==> src/rtl/spi_tx_sched_if.sv <==
// spi_tx_sched_if: FIFO-side and SPI pad-side signals of the TX scheduler.
interface spi_tx_sched_if #(
  parameter int DATAWIDTH = 8
);
  logic                 enable;
  logic [3:0]           not_empty;
  logic [DATAWIDTH-1:0] rdata0;
  logic [DATAWIDTH-1:0] rdata1;
  logic [DATAWIDTH-1:0] rdata2;
  logic [DATAWIDTH-1:0] rdata3;
  logic [3:0]           ren;
  logic [3:0]           cs_n;
  logic                 sclk;
  logic                 mosi;
  logic                 busy;
  logic [1:0]           ch_sel;
  modport master (
    input  enable, not_empty, rdata0, rdata1, rdata2, rdata3,
    output ren, cs_n, sclk, mosi, busy, ch_sel
  );
  modport slave (
    output enable, not_empty, rdata0, rdata1, rdata2, rdata3,
    input  ren, cs_n, sclk, mosi, busy, ch_sel
  );
endinterface

==> src/rtl/spi_tx_sched.sv <==
// spi_tx_sched: round-robin scheduler sharing one SPI mode-0 master between four TX FIFOs.
module spi_tx_sched #(
  parameter int DATAWIDTH = 8,
  parameter int DIV       = 2,
  parameter int GAP       = 2
) (
  input logic            clk,
  input logic            rstn,
  spi_tx_sched_if.master bus
);
  localparam int BW = $clog2(DATAWIDTH + 1);
  typedef enum logic [2:0] {S_IDLE, S_ARB, S_READ, S_LOAD, S_SHIFT, S_GAP} state_t;
  state_t               state;
  state_t               state_n;
  logic [1:0]           last;
  logic [1:0]           grant;
  logic                 found;
  logic                 req;
  logic                 half_done;
  logic                 last_bit;
  logic                 gap_done;
  logic                 frame_done;
  logic [7:0]           dcnt;
  logic [7:0]           gcnt;
  logic [BW-1:0]        bcnt;
  logic [DATAWIDTH-1:0] shreg;
  logic [DATAWIDTH-1:0] rsel;
  assign req        = bus.enable && |bus.not_empty;
  assign half_done  = dcnt == 8'(DIV - 1);
  assign last_bit   = bcnt == BW'(DATAWIDTH - 1);
  assign gap_done   = gcnt == 8'(GAP - 1);
  assign frame_done = half_done && bus.sclk && last_bit;
  assign rsel = bus.ch_sel == 2'd0 ? bus.rdata0 :
                bus.ch_sel == 2'd1 ? bus.rdata1 :
                bus.ch_sel == 2'd2 ? bus.rdata2 : bus.rdata3;
  // Scan downward so the channel closest after last wins.
  always_comb begin
    grant = '0;
    found = 1'b0;
    for (int i = 3; i >= 0; i--)
      if (bus.not_empty[last + 2'(i + 1)]) begin
        grant = last + 2'(i + 1);
        found = 1'b1;
      end
  end
  always_ff @(posedge clk or negedge rstn)
    if (!rstn) state <= S_IDLE;
    else       state <= state_n;
  always_comb begin
    state_n = state;
    unique case (state)
      S_IDLE:  state_n = req ? S_ARB : S_IDLE;
      S_ARB:   state_n = found ? S_READ : S_IDLE;
      S_READ:  state_n = S_LOAD;
      S_LOAD:  state_n = S_SHIFT;
      S_SHIFT: state_n = frame_done ? S_GAP : S_SHIFT;
      S_GAP:   state_n = gap_done ? (req ? S_ARB : S_IDLE) : S_GAP;
      default: state_n = S_IDLE;
    endcase
  end
  always_ff @(posedge clk or negedge rstn)
    if (!rstn) begin
      bus.ren    <= '0;
      bus.cs_n   <= 4'hF;
      bus.sclk   <= 1'b0;
      bus.mosi   <= 1'b0;
      bus.busy   <= 1'b0;
      bus.ch_sel <= '0;
      last       <= 2'd3;
      shreg      <= '0;
      dcnt       <= '0;
      bcnt       <= '0;
      gcnt       <= '0;
    end else begin
      bus.ren  <= '0;
      bus.busy <= state_n != S_IDLE;
      if (state == S_ARB && found) begin
        bus.ch_sel <= grant;
        last       <= grant;
        bus.ren    <= 4'b0001 << grant;
      end
      if (state == S_LOAD) begin
        shreg    <= rsel;
        bus.mosi <= rsel[DATAWIDTH-1];
        bus.cs_n <= ~(4'b0001 << bus.ch_sel);
        bus.sclk <= 1'b0;
        dcnt     <= '0;
        bcnt     <= '0;
      end
      if (state == S_SHIFT) begin
        dcnt <= half_done ? '0 : dcnt + 8'd1;
        if (half_done) bus.sclk <= ~bus.sclk;
        // Falling edge: advance to the next bit, or close the frame after the last one.
        if (half_done && bus.sclk) begin
          shreg    <= shreg << 1;
          bus.mosi <= last_bit ? 1'b0 : shreg[DATAWIDTH-2];
          bcnt     <= bcnt + BW'(1);
          if (last_bit) begin
            bus.cs_n <= 4'hF;
            gcnt     <= '0;
          end
        end
      end
      if (state == S_GAP) gcnt <= gcnt + 8'd1;
    end
endmodule

==> src/flat_wrapper.sv <==
// flat-port wrapper written by rule: the top's interface ports become plain ports
module spi_tx_sched_flat 
#(
  parameter int DATAWIDTH = 8,
  parameter int DIV       = 2,
  parameter int GAP       = 2
)
  (clk, rstn, bus_enable, bus_not_empty, bus_rdata0, bus_rdata1, bus_rdata2, bus_rdata3, bus_ren, bus_cs_n, bus_sclk, bus_mosi, bus_busy, bus_ch_sel);
  spi_tx_sched_if #(.DATAWIDTH(DATAWIDTH)) bus_i ();
  input logic clk;
  input logic rstn;
  input wire logic [$bits(bus_i.enable)-1:0] bus_enable;
  input wire logic [$bits(bus_i.not_empty)-1:0] bus_not_empty;
  input wire logic [$bits(bus_i.rdata0)-1:0] bus_rdata0;
  input wire logic [$bits(bus_i.rdata1)-1:0] bus_rdata1;
  input wire logic [$bits(bus_i.rdata2)-1:0] bus_rdata2;
  input wire logic [$bits(bus_i.rdata3)-1:0] bus_rdata3;
  output wire logic [$bits(bus_i.ren)-1:0] bus_ren;
  output wire logic [$bits(bus_i.cs_n)-1:0] bus_cs_n;
  output wire logic [$bits(bus_i.sclk)-1:0] bus_sclk;
  output wire logic [$bits(bus_i.mosi)-1:0] bus_mosi;
  output wire logic [$bits(bus_i.busy)-1:0] bus_busy;
  output wire logic [$bits(bus_i.ch_sel)-1:0] bus_ch_sel;
  assign bus_i.enable = bus_enable;
  assign bus_i.not_empty = bus_not_empty;
  assign bus_i.rdata0 = bus_rdata0;
  assign bus_i.rdata1 = bus_rdata1;
  assign bus_i.rdata2 = bus_rdata2;
  assign bus_i.rdata3 = bus_rdata3;
  assign bus_ren = bus_i.ren;
  assign bus_cs_n = bus_i.cs_n;
  assign bus_sclk = bus_i.sclk;
  assign bus_mosi = bus_i.mosi;
  assign bus_busy = bus_i.busy;
  assign bus_ch_sel = bus_i.ch_sel;
  spi_tx_sched #(.DATAWIDTH(DATAWIDTH), .DIV(DIV), .GAP(GAP)) u_core (.clk(clk), .rstn(rstn), .bus(bus_i));
endmodule
==> config.mk <==
export PLATFORM = sky130hd
export DESIGN_NAME = spi_tx_sched_flat
export DESIGN_NICKNAME = d
export VERILOG_FILES = /design/src/rtl/spi_tx_sched_if.sv /design/src/rtl/spi_tx_sched.sv /design/src/flat_wrapper.sv
export SDC_FILE = /design/constraint.sdc
export NUM_CORES = 1
export LEC_CHECK = 0
export ABC_AREA = 1
export ABC_CLOCK_PERIOD_IN_PS = 4350
export BUFFER_PORTS_ARGS = -buffer_cell sky130_fd_sc_hd__buf_4
export CAP_MARGIN = 30
export CORE_MARGIN = 2
export CORE_UTILIZATION = 45
export CTS_CLUSTER_DIAMETER = 50
export CTS_CLUSTER_SIZE = 20
export DETAILED_ROUTE_END_ITERATION = 16
export HOLD_SLACK_MARGIN = 0.15
export PLACE_DENSITY = 0.65
export SYNTH_ARGS = -nofsm -noshare
export SYNTH_HDL_FRONTEND = slang
export SYNTH_SLANG_ARGS = --single-unit
==> constraint.sdc <==
create_clock -name clk -period 4.35 [get_ports clk]
set_input_delay 1.305 -clock clk [delete_from_list [all_inputs] [get_ports clk]]
set_output_delay 1.305 -clock clk [all_outputs]
set_load 0.01 [all_outputs]
==> summary.txt <==
Run status
  – Outcome: completed

Timing
  – Max-slew violations: 0
  – Worst slew pin tran: 0.694 ns
  – Worst Skew: 0.0106 ns
  – Max Fclk: 414 MHz
  – Final Cycle Share: 55.6%
  – TNS Setup: 0 ns
  – Minimum period implied by the final worst setup slack: 2.42 ns
  – RSZ-0062 raised after global routing: false
  – Final setup vio count: 0
  – Final Hold Fails: 0
  – Slew headroom: 53.6%

GRT
  – GRT met2 Usage: 34.2%
  – Total GRT Usage: 21.0%
  – M3 GR Usage: 5.67%
  – Vias in the first global route: 2,429
  – First-pass GRT wire length: 10,700 um
  – Gr busiest metal: met2
  – Initial antenna violation count: 0
  – GRT overflow: 0
  – Met1 Use GR: 27.2%
  – Largest net degree at the start of global routing: 46

Synthesis
  – Yosys reg bits: 45
  – Post-synth EDFFs: 0
  – Cell Area, Synth: 0.00268 mm2
  – Synth Instances: 359
  – Post-synth top flop: dfrtp_1
  – Yosys cell types: 37
  – Register area share after synthesis: 42.4%
  – Post-Syn Area per Cell: 7.45 um2
  – Syn. warnings: 0
  – Synth async-reset ratio: 100%
  – Net Count, Synth: 403

Cells and area
  – Synth-to-layout area growth: 20.6%
  – Final #Nets: 455
  – Fill cells: 566
  – Layout cell share with drive strength beyond 1: 23.1%
  – Final design utilization: 55.5%
  – Multi-input logic area: 0.00132 mm2
  – Register Area: 0.00113 mm2
  – Antenna cells: 0

CTS
  – # clock sinks: 45
  – # Post-CTS Setup Buffers: 0
  – CTS tree: yes
  – Worst-Skew Late Latency: 0.30 ns
  – Hold_buf cts: 0
  – Post_cts resized: 0
  – CTS Root Cell: clkbuf_8
  – CTS Buf Count: 5
  – CTS H-tree lvls: 2
  – Clock slew at reported path FFs: 0.08 ns
  – Clk buf depth: 2

Route
  – Via density: 5.15
  – Routed Antenna Nets: 0
  – Routed WL: 6100 um
  – Vias: 2,509
  – Routed len/inst: 12.5 um
  – 1st-iter DRT viols: 115
  – Drt pass-1 iters: 4
  – Remaining routing DRC violations: 0

Setup path
  – Crit path capture type: output port
  – Crit path kind: register to output port
  – Crit path DAT: 1.11 ns
  – CP max stage cell: dfrtp_1
  – CP startpoint kind: register
  – Req. time, crit path: 3.04 ns
  – Delay-heaviest family, CP: flip-flops
  – Crit-path max FO: 14
  – CP peak stage delay: 0.62 ns
  – CP cell instances: buf_4
  – Worst Path Buf+Inv: 1

Floorplan
  – Die height: 81.1 um
  – Die X: 81.1 um
  – Starting density of the core: 46.0%
  – Cell Rows: 28
  – Io pins: 52
  – Core area: 0.00582 mm2
  – Die ar.: 0.00658 mm2

Power and ir drop
  – Leak: 1.71 nW
  – Power density over the cells: 586 mW/mm2
  – Worst vdd ir: 0.000334 V

Worst hold path
  – Worst hold path type: register to register

Placed design
  – GP Congestion: 0.845
  – PortBufs: 51
  – HPWL reported at the end of detailed placement: 4640 um

Run
  – Max Cap Viol: 0
[synth_stat cells (all sizes together) (2+ instances only)]
cell type / count / area [um2]
nand2: 103 / 404
nand3: 49 / 283
inv: 46 / 175
dfrtp: 39 / 976
nor2: 36 / 153
o21ai: 23 / 119
a21oi: 9 / 45.0
o22ai: 8 / 50.1
dfstp: 6 / 158
nand4: 6 / 43.8
buf: 5 / 37.5
ha: 5 / 62.6
nor3: 5 / 30.0
xor2: 5 / 43.8
or2: 3 / 18.8
clkinv: 2 / 8.75
o211ai: 2 / 15.0
o221ai: 2 / 17.5
[layout make-up]
class	count	area share (%)
Tap cell	75	2.91
Multi-Input combinational cell	260	40.8
Clock buffer	7	2.68
Timing Repair Buffer	51	11.9
Clock inverter	1	0.931
Sequential cell	45	35.1
Inverter	48	5.70
[power by group]
group          internal (mW)  switching [mW]  leakage [nW]
registers              0.575           0.130         0.573
logic                  0.332           0.523          1.07
clock network          0.187           0.142        0.0585
total                   1.09           0.795          1.71
[sequential cells by signal (all words and copies together), names as in the netlist, 3 cells and up]
name,count
u_core.bcnt,4
u_core.bus.cs_n,4
u_core.bus.ren,4
u_core.state,3
u_core.dcnt,8
u_core.gcnt,8
u_core.shreg,7
[worst paths after layout]
check | from | to | slack (ns) | cells past startpoint
min | u_core.shreg[1] | u_core.shreg[2] | 0.48 | 2
min reg2reg | u_core.shreg[1] | u_core.shreg[2] | 0.48 | 2
max reg2reg | u_core.bus.ch_sel[1] | u_core.shreg[3] | 2.54 | 8
max in group asynchronous | rstn | u_core.last[1] | 2.97 | 1
min in group asynchronous | rstn | u_core.gcnt[4] | 0.98 | 1
max | u_core.bus.ch_sel[1] | bus_ch_sel[1] | 1.93 | 1
[cells in the final DEF, fill, tap and decap left out, drive strengths merged, types with 2 or more instances in the layout]
master    n
nand2   103
buf      51
nand3    49
inv      46
dfrtp    39
nor2     36
o21ai    23
a21oi     9
o22ai     8
clkbuf    7
dfstp     6
nand4     6
xor2      5
ha        5
nor3      5
or2       3
o211ai    2
o221ai    2
clkinv    2
[per-layer routing]
layer	share of wire, %	vias to the layer above	wire length, um
met5	0	-	0
met4	1.7	0	103
met3	6.3	9	384
met2	46	76	2820
met1	46	1155	2790
li1	-	1269	-
[cell families after synthesis]
| kind of cell | synth area share, % |
|---|---|
| AND/OR/NAND/NOR | 35.1 |
| XOR/XNOR | 1.96 |
| AO/OA/AOI/OAI | 9.78 |
| flip-flops | 42.4 |
| adder cells (fa/ha/maj) | 2.34 |
| buffers and inverters | 8.42 |
[stage by stage]
step           worst slack (ns)  cells  total power, mW  area, um2  hold slack [ns]
3_5_place_dp               2.08    479             1.58       3110            0.470
3_3_place_gp               2.13    479             1.55       3110            0.468
5_1_grt                    1.86    487             2.08       3230            0.523
2_1_floorplan              2.31    359             1.32       2680            0.450
6_report                   1.93    487             1.89       3230            0.484
4_1_cts                    1.93    487             1.91       3230            0.491
(Power assumes the default switching activity.)
